==> src/rtl/pmem_rr_arbiter.sv <==
// Round-robin arbiter sharing one physical-memory port between the I-cache and D-cache.
// Latches the winning request, holds it until pmem_resp, then idles one cycle before re-arbitrating.
module pmem_rr_arbiter #(
   parameter int ADDR_WIDTH = 16,
   parameter int LINE_WIDTH = 128
) (
   input  logic                  clk,
   input  logic                  reset,
   input  logic                  icache_pmem_read,
   input  logic [ADDR_WIDTH-1:0] icache_pmem_address,
   input  logic                  dcache_pmem_read,
   input  logic                  dcache_pmem_write,
   input  logic [ADDR_WIDTH-1:0] dcache_pmem_address,
   input  logic [LINE_WIDTH-1:0] dcache_pmem_wdata,
   input  logic                  pmem_resp,
   input  logic [LINE_WIDTH-1:0] pmem_rdata,
   output logic                  icache_mem_resp,
   output logic [LINE_WIDTH-1:0] icache_mem_rdata,
   output logic                  dcache_mem_resp,
   output logic [LINE_WIDTH-1:0] dcache_mem_rdata,
   output logic                  pmem_read,
   output logic                  pmem_write,
   output logic [ADDR_WIDTH-1:0] pmem_address,
   output logic [LINE_WIDTH-1:0] pmem_wdata,
   output logic [1:0]            fsm_state_o
);

   // Handshake: a cache holds its request until its mem_resp pulse; pmem_resp completes the
   // latched transaction, and the served cache must drop its request during the RECOVER cycle.
   typedef enum logic [1:0] {
      IDLE    = 2'd0,
      GRANT_I = 2'd1,
      GRANT_D = 2'd2,
      RECOVER = 2'd3
   } state_e;

   state_e                state_q;
   logic                  last_grant_q;   // 0 = I served last, 1 = D served last
   logic                  pmem_read_q;
   logic                  pmem_write_q;
   logic [ADDR_WIDTH-1:0] pmem_address_q;
   logic [LINE_WIDTH-1:0] pmem_wdata_q;

   logic req_i, req_d;
   logic grant_i_d, grant_d_d;

   assign req_i = icache_pmem_read;
   assign req_d = dcache_pmem_read | dcache_pmem_write;

   always_comb begin
      grant_i_d = 1'b0;
      grant_d_d = 1'b0;
      if (req_i && req_d) begin
         grant_i_d = last_grant_q;
         grant_d_d = ~last_grant_q;
      end else begin
         grant_i_d = req_i;
         grant_d_d = req_d;
      end
   end

   always_ff @(posedge clk or posedge reset) begin
      if (reset) begin
         state_q        <= IDLE;
         last_grant_q   <= 1'b1;
         pmem_read_q    <= 1'b0;
         pmem_write_q   <= 1'b0;
         pmem_address_q <= '0;
         pmem_wdata_q   <= '0;
      end else begin
         case (state_q)
            IDLE: begin
               if (grant_i_d) begin
                  pmem_address_q <= icache_pmem_address;
                  pmem_read_q    <= 1'b1;
                  pmem_write_q   <= 1'b0;
                  last_grant_q   <= 1'b0;
                  state_q        <= GRANT_I;
               end else if (grant_d_d) begin
                  // write takes precedence if the D-cache raises both strobes
                  pmem_address_q <= dcache_pmem_address;
                  pmem_wdata_q   <= dcache_pmem_wdata;
                  pmem_write_q   <= dcache_pmem_write;
                  pmem_read_q    <= ~dcache_pmem_write;
                  last_grant_q   <= 1'b1;
                  state_q        <= GRANT_D;
               end
            end
            GRANT_I, GRANT_D: begin
               if (pmem_resp) begin
                  pmem_read_q  <= 1'b0;
                  pmem_write_q <= 1'b0;
                  state_q      <= RECOVER;
               end
            end
            RECOVER: state_q <= IDLE;
            default: state_q <= IDLE;
         endcase
      end
   end

   assign icache_mem_resp  = (state_q == GRANT_I) & pmem_resp;
   assign dcache_mem_resp  = (state_q == GRANT_D) & pmem_resp;
   assign icache_mem_rdata = pmem_rdata;
   assign dcache_mem_rdata = pmem_rdata;

   assign pmem_read    = pmem_read_q;
   assign pmem_write   = pmem_write_q;
   assign pmem_address = pmem_address_q;
   assign pmem_wdata   = pmem_wdata_q;
   assign fsm_state_o  = state_q;

endmodule

==> config.mk <==
export PLATFORM = sky130hd
export DESIGN_NAME = pmem_rr_arbiter
export DESIGN_NICKNAME = d
export VERILOG_FILES = /design/src/rtl/pmem_rr_arbiter.sv
export SDC_FILE = /design/constraint.sdc
export NUM_CORES = 1
export LEC_CHECK = 0
export ABC_AREA = 1
export CAP_MARGIN = 20
export CORE_AREA = 2 2 272 274
export CTS_BUF_LIST = sky130_fd_sc_hd__clkbuf_4
export CTS_CLUSTER_SIZE = 16
export DETAILED_ROUTE_END_ITERATION = 10
export DIE_AREA = 0 0 274 276
export PLACE_DENSITY = 0.35
export SYNTH_ARGS = -nofsm -noshare
export SYNTH_HDL_FRONTEND = slang
export SYNTH_SLANG_ARGS = --single-unit
==> constraint.sdc <==
create_clock -name clk -period 5.3 [get_ports clk]
set_input_delay 0.53 -clock clk [delete_from_list [all_inputs] [get_ports clk]]
set_output_delay 0.53 -clock clk [all_outputs]
set_load 0.02 [all_outputs]
==> results of run 1 <==
-- sequential cells by signal, indices dropped and copies added (netlist names) --
name / cells
pmem_write: 1
pmem_wdata: 128
last_grant_q: 1
pmem_address: 16
fsm_state_o: 2
pmem_read: 1
-- cell families (layout without fill, tap and decap cells) --
logic type / count (synthesis) / count (layout) / synth area share, %
other cells: 0 / 5 / 0
flops: 149 / 149 / 45.4
fa+ha+maj: 3 / 3 / 0.457
compound gates: 2 / 2 / 0.259
simple gates: 493 / 493 / 25.9
buf+inv: 331 / 376 / 27.9
-- cell usage after synthesis, drive strengths merged --
library cell / instances / area [um2]
or2: 1 / 6.26
inv: 27 / 101
buf: 300 / 2180
o21ai: 1 / 5.00
dfstp: 1 / 26.3
clkbuf: 4 / 15.0
nand3: 147 / 736
dfrtp: 148 / 3700
a21oi: 1 / 16.3
nand3b: 16 / 120
nor2: 3 / 18.8
ha: 3 / 37.5
nand2: 326 / 1240
-- where the power goes --
group	internal (uW)	switching (uW)	total (uW)
Combinational	1400	1930	3330
Sequential	1690	317	2010
Clock	370	522	892
-- placed cells by master, fill, tap and decap left out, drive strengths merged --
cell,n
diode,5
nand3,147
inv,30
clkinvlp,1
nor2,3
dfrtp,148
or2,1
a21oi,1
clkdlybuf4s50,315
ha,3
dfstp,1
nand3b,16
nand2,326
buf,4
clkinv,5
bufinv,4
clkbuf,17
o21ai,1
-- path summary, 6_finish.rpt --
| kind | start | endpoint | cells past startpoint |
|---|---|---|---|
| worst max-delay path | icache_pmem_read | pmem_wdata[18]$_DFFE_PP0P_ | 8 |
| worst min-delay path | reset | pmem_wdata[105]$_DFFE_PP0P_ | 2 |
| worst max register to register | last_grant_q$_DFFE_PP1P_ | pmem_wdata[18]$_DFFE_PP0P_ | 7 |
| worst min register to register | pmem_wdata[75]$_DFFE_PP0P_ | pmem_wdata[75]$_DFFE_PP0P_ | 2 |
| max in group asynchronous | reset | last_grant_q$_DFFE_PP1P_ | 3 |
| min in group clk | dcache_pmem_wdata[46] | pmem_wdata[46]$_DFFE_PP0P_ | 3 |
-- metrics by stage --
stage / utilization (%) / std cells / worst slack, ps / power [uW] / cell area [um2]
5_1_grt: 14.8 / 1987 / 1830 / 6770 / 10800
3_5_place_dp: 14.4 / 1952 / 1340 / 5450 / 10400
3_3_place_gp: 14.4 / 1952 / 1380 / 5460 / 10400
6_report: 14.8 / 1987 / 2180 / 6230 / 10800
2_1_floorplan: - / 978 / 764 / 4050 / 8210
4_1_cts: 14.8 / 1982 / 2080 / 6430 / 10800
-- worst max-delay path, cell delays in order --
cell and delay [ps]:
clkdlybuf4s50_1 520, nand2_2 400, nand2_4 250, inv_4 620, nand2_4 590, buf_12 420, nand2_1 110, nand2_1 60
-- metal layers --
| metal | vias to the layer above | part of all wire (%) | track usage [%] |
|---|---|---|---|
| met5 | - | 0.30 | 0.899 |
| met4 | 8 | 4.4 | 4.72 |
| met3 | 105 | 11 | 4.09 |
| met2 | 345 | 44 | 11.5 |
| met1 | 2874 | 41 | 8.84 |
| li1 | 2876 | - | - |
-- layout make-up --
class	count	area, um2	share of cell area [%]
multi-input cells	498	2190	20.3
well taps	959	1200	11.1
inverters	27	109	1.01
repair buffers	319	3220	29.9
diodes	5	12.5	0.116
clock inverters	13	181	1.68
flip-flops and latches	149	3730	34.6
clock buffers	17	128	1.19
==> results.py, run 1 <==
metrics = {
    "drt": {
        "drc_errors": 0,
        "wl_um": 29300,
        "via_per_inst": 3.12,
        "first_pass_iters": 4,
        "drt_iter0_markers": 317,
        "wl_per_cell_um": 14.8,
        "ant_nets": 0,
        "via_count": 6208,
    },
    "synth": {
        "ys_types": 18,
        "syn_nets": 1275,
        "syn-instance-count": 978,
        "yosysWarnings": 0,
        "syn_area_per_cell_um2": 8.39,
        "ys_seq_area_share_pct": 45.4,
        "synth_area_um2": 8210,
        "synth.ff_latch_count": 149,
    },
    "sta": {
        "hold_ws_ps": 286,
        "tns_ps": 0,
        "clock_skew_ps": 20.5,
        "rsz0062_at_grt": "no",
        "slew_viol_final": 0,
        "maxSlewHeadroom_pct": 40.3,
        "post-route-min-period_ps": 3120,
        "setup_viol": 0,
        "max_freq_ghz": 0.320,
        "hold_violations": 0,
        "worst_pin_slew_ps": 895,
        "fin_crit_sh_pct": 58.9,
    },
    "pwr": {
        "power_density_nw_per_um2": 579,
        "p_leak_uw": 0.00478,
        "ir_drop_mv": 0.226,
    },
    "worst_setup_path": {
        "crit_arrival_ps": 3700,
        "critPathMaxFanout": 67,
        "endpoint_kind": "flop",
        "r2r_slack_ps": 2200,
        "cp.required_ps": 5880,
        "crit_type": "input port to flop",
        "start_kind": "input port",
    },
    "cts": {
        "cts_tree": "done",
        "htreeDepth": 4,
        "cts_hold_buf": 0,
        "clk_latency_ps": 690,
        "post_cts_resized": 0,
        "clockBufferDepth": 2,
        "clk_pin_slew_ps": 150,
        "cts_root_buffer": "clkbuf_4",
        "cts_sinks": 149,
        "cts_setup_buffers": 0,
        "cts_buffers": 17,
    },
    "placed_design": {
        "numPortBuffers": 315,
        "dpl.hpwl_um": 19800,
        "gp_congestion": 0.690,
    },
    "global_route": {
        "grt_max_degree": 148,
        "grt_remaining_overflow": 0,
        "grt_usage_pct": 7.82,
        "grt_pass1_wl_um": 43600,
        "grt_pass1_vias": 6621,
        "antenna_found_initial": 6,
    },
    "cells_and_area": {
        "nFillCells": 8306,
        "syn_to_final_growth_pct": 31.2,
        "nNetsFinal": 1309,
        "layout-drive-gt1-share_pct": 4.40,
    },
    "floorplan": {
        "dieArea_um2": 75600,
        "rows": 99,
        "core_um2": 72600,
        "die_h_um": 276,
        "fp.dieW_um": 274,
        "start_util_pct": 11.3,
        "ios": 700,
    },
    "hold_path": {
        "hp-class": "input port to asynchronous set/reset pin",
    },
    "run": {
        "maxCapViolations": 0,
    },
    "outcome": {
        "status": "finished, final reports clean",
    },
}
No activity file was read; power rests on OpenSTA's default activity.
==> run 2: changes to the inputs <==
==> constraint.sdc (replaced) <==
create_clock -name clk -period 3.2 [get_ports clk]
set_input_delay 0.32 -clock clk [delete_from_list [all_inputs] [get_ports clk]]
set_output_delay 0.32 -clock clk [all_outputs]
set_load 0.02 [all_outputs]
==> results.py, run 2 (synthesized netlist as in run 1, its figures left out) <==
metrics = {
    "floorplan": {
        "rows": 99,
        "die_h_um": 276,
        "start_util_pct": 11.3,
        "core_um2": 72600,
        "fp.dieW_um": 274,
        "dieArea_um2": 75600,
        "ios": 700,
    },
    "drt": {
        "drc_errors": 0,
        "wl_um": 29400,
        "ant_nets": 0,
        "drt_iter0_markers": 308,
        "via_count": 6534,
        "wl_per_cell_um": 14.2,
        "first_pass_iters": 4,
        "via_per_inst": 3.16,
    },
    "sta": {
        "rsz0062_at_grt": "no",
        "tns_ps": 0,
        "max_freq_ghz": 0.406,
        "slew_viol_final": 0,
        "post-route-min-period_ps": 2460,
        "worst_pin_slew_ps": 852,
        "maxSlewHeadroom_pct": 43.1,
        "hold_violations": 0,
        "hold_ws_ps": 205,
        "setup_viol": 0,
        "clock_skew_ps": 23.5,
        "fin_crit_sh_pct": 77.0,
    },
    "outcome": {
        "status": "finished, final reports clean",
    },
    "worst_setup_path": {
        "start_kind": "flop",
        "r2r_cells": 8,
        "cpLargestDelayFamily": "buffers and inverters",
        "critPathMaxFanout": 4,
        "critPathMaxStageDelay_ps": 620,
        "crit_top_cell": "inv_1",
        "cp.depth": 5,
        "endpoint_kind": "output port",
        "slowest_stage": "clkdlybuf4s50_1",
        "crit_type": "flop to output port",
        "r2r_slack_ps": 890,
        "crit_arrival_ps": 2140,
        "path_cells": "inv_1 > ha_1 > nand2_1 > inv_1 > clkdlybuf4s50_1",
        "cp.required_ps": 2880,
        "worst-path-buf-inv": 3,
    },
    "pwr": {
        "p_leak_uw": 0.00515,
        "design_power_total_uw": 10400,
        "ir_drop_mv": 0.414,
        "power_density_nw_per_um2": 891,
    },
    "cts": {
        "cts_root_buffer": "clkbuf_4",
        "htreeDepth": 4,
        "cts_tree": "done",
        "cts_sinks": 149,
        "clk_pin_slew_ps": 160,
        "clockBufferDepth": 2,
        "clk_latency_ps": 680,
        "cts_buffers": 17,
    },
    "cells_and_area": {
        "multi_input_area_um2": 2190,
        "layoutNonFillerInstCount": 2070,
        "seq_area_um2": 3730,
        "largest_reg_flops": 128,
        "nNetsFinal": 1394,
        "layout_commonest_cell": "nand2_1",
        "final_cell_mix": "nand2_1, clkdlybuf4s50_1, dfrtp_1",
        "layout-drive-gt1-share_pct": 5.14,
        "syn_to_final_growth_pct": 41.5,
        "nFillCells": 8246,
    },
    "global_route": {
        "grt_pass1_vias": 7147,
        "grt_usage_pct": 7.90,
        "grt_max_degree": 130,
        "grt_pass1_wl_um": 44400,
        "antenna_found_initial": 4,
        "grt_remaining_overflow": 0,
    },
    "run": {
        "maxCapViolations": 0,
    },
    "placed_design": {
        "gp_congestion": 0.694,
        "numPortBuffers": 315,
        "dpl.hpwl_um": 20500,
        "placedCellCount": 1961,
    },
    "hold_path": {
        "hp-class": "input port to flop",
        "holdPathStages": 3,
    },
}
run 2: routing by layer:
metal / vias up / GRT usage [%] / share of wire (%)
met1: 3037 / 9.09 / 42
met4: 6 / 4.42 / 3.6
met5: - / 0 / 0.14
met2: 363 / 12.0 / 45
met3: 89 / 3.76 / 9.7
li1: 3039 / - / -
run 2: worst register-to-register path, delay by kind of cell (launching register included):
kind            cells  cell delay (ps)
fa+ha+maj           1              280
simple gates        2              200
buf+inv             4             1030
flops               1              460
compound gates      1              240
run 2: repair_timing:
item	in CTS	in global routing
hold endpoints to repair	81	0
resized for setup	0	0
hold buffers	76	0
buffers inserted	0	0
run 2: final cells by class:
type	instances	share of cell area (%)
multi-input combinational	498	18.8
clock buffer	17	1.10
sequential	149	32.1
tap	959	10.3
timing repair buffer	404	35.2
clock inverter	15	1.48
inverter	27	0.927
antenna	1	0.0215
run 2: report_power, final:
part           total, uW  switching, uW  internal, uW
Sequential          3320            514          2800
Clock               1380            893           486
Combinational       5660           3230          2430
Total              10400           4640          5710
run 2: path summary, 6_finish.rpt:
path	startpoint	end
worst min register to register	pmem_wdata[10]$_DFFE_PP0P_	pmem_wdata[10]$_DFFE_PP0P_
min in group asynchronous	reset	pmem_wdata[6]$_DFFE_PP0P_
worst min-delay path	dcache_pmem_wdata[66]	pmem_wdata[66]$_DFFE_PP0P_
worst max register to register	fsm_state_o[0]$_DFFE_PP0P_	pmem_address[2]$_DFFE_PP0P_
worst max-delay path	fsm_state_o[0]$_DFFE_PP0P_	dcache_mem_resp
max in group asynchronous	reset	last_grant_q$_DFFE_PP1P_
run 2: per-stage QoR:
stage,utilization (%),setup slack [ps],instance area [um2]
after floorplan,-,1010,8210
after global placement,14.5,657,10600
after detailed placement,14.5,621,10600
after CTS,16.0,481,11600
after global routing,16.0,496,11600
final,16.0,738,11600
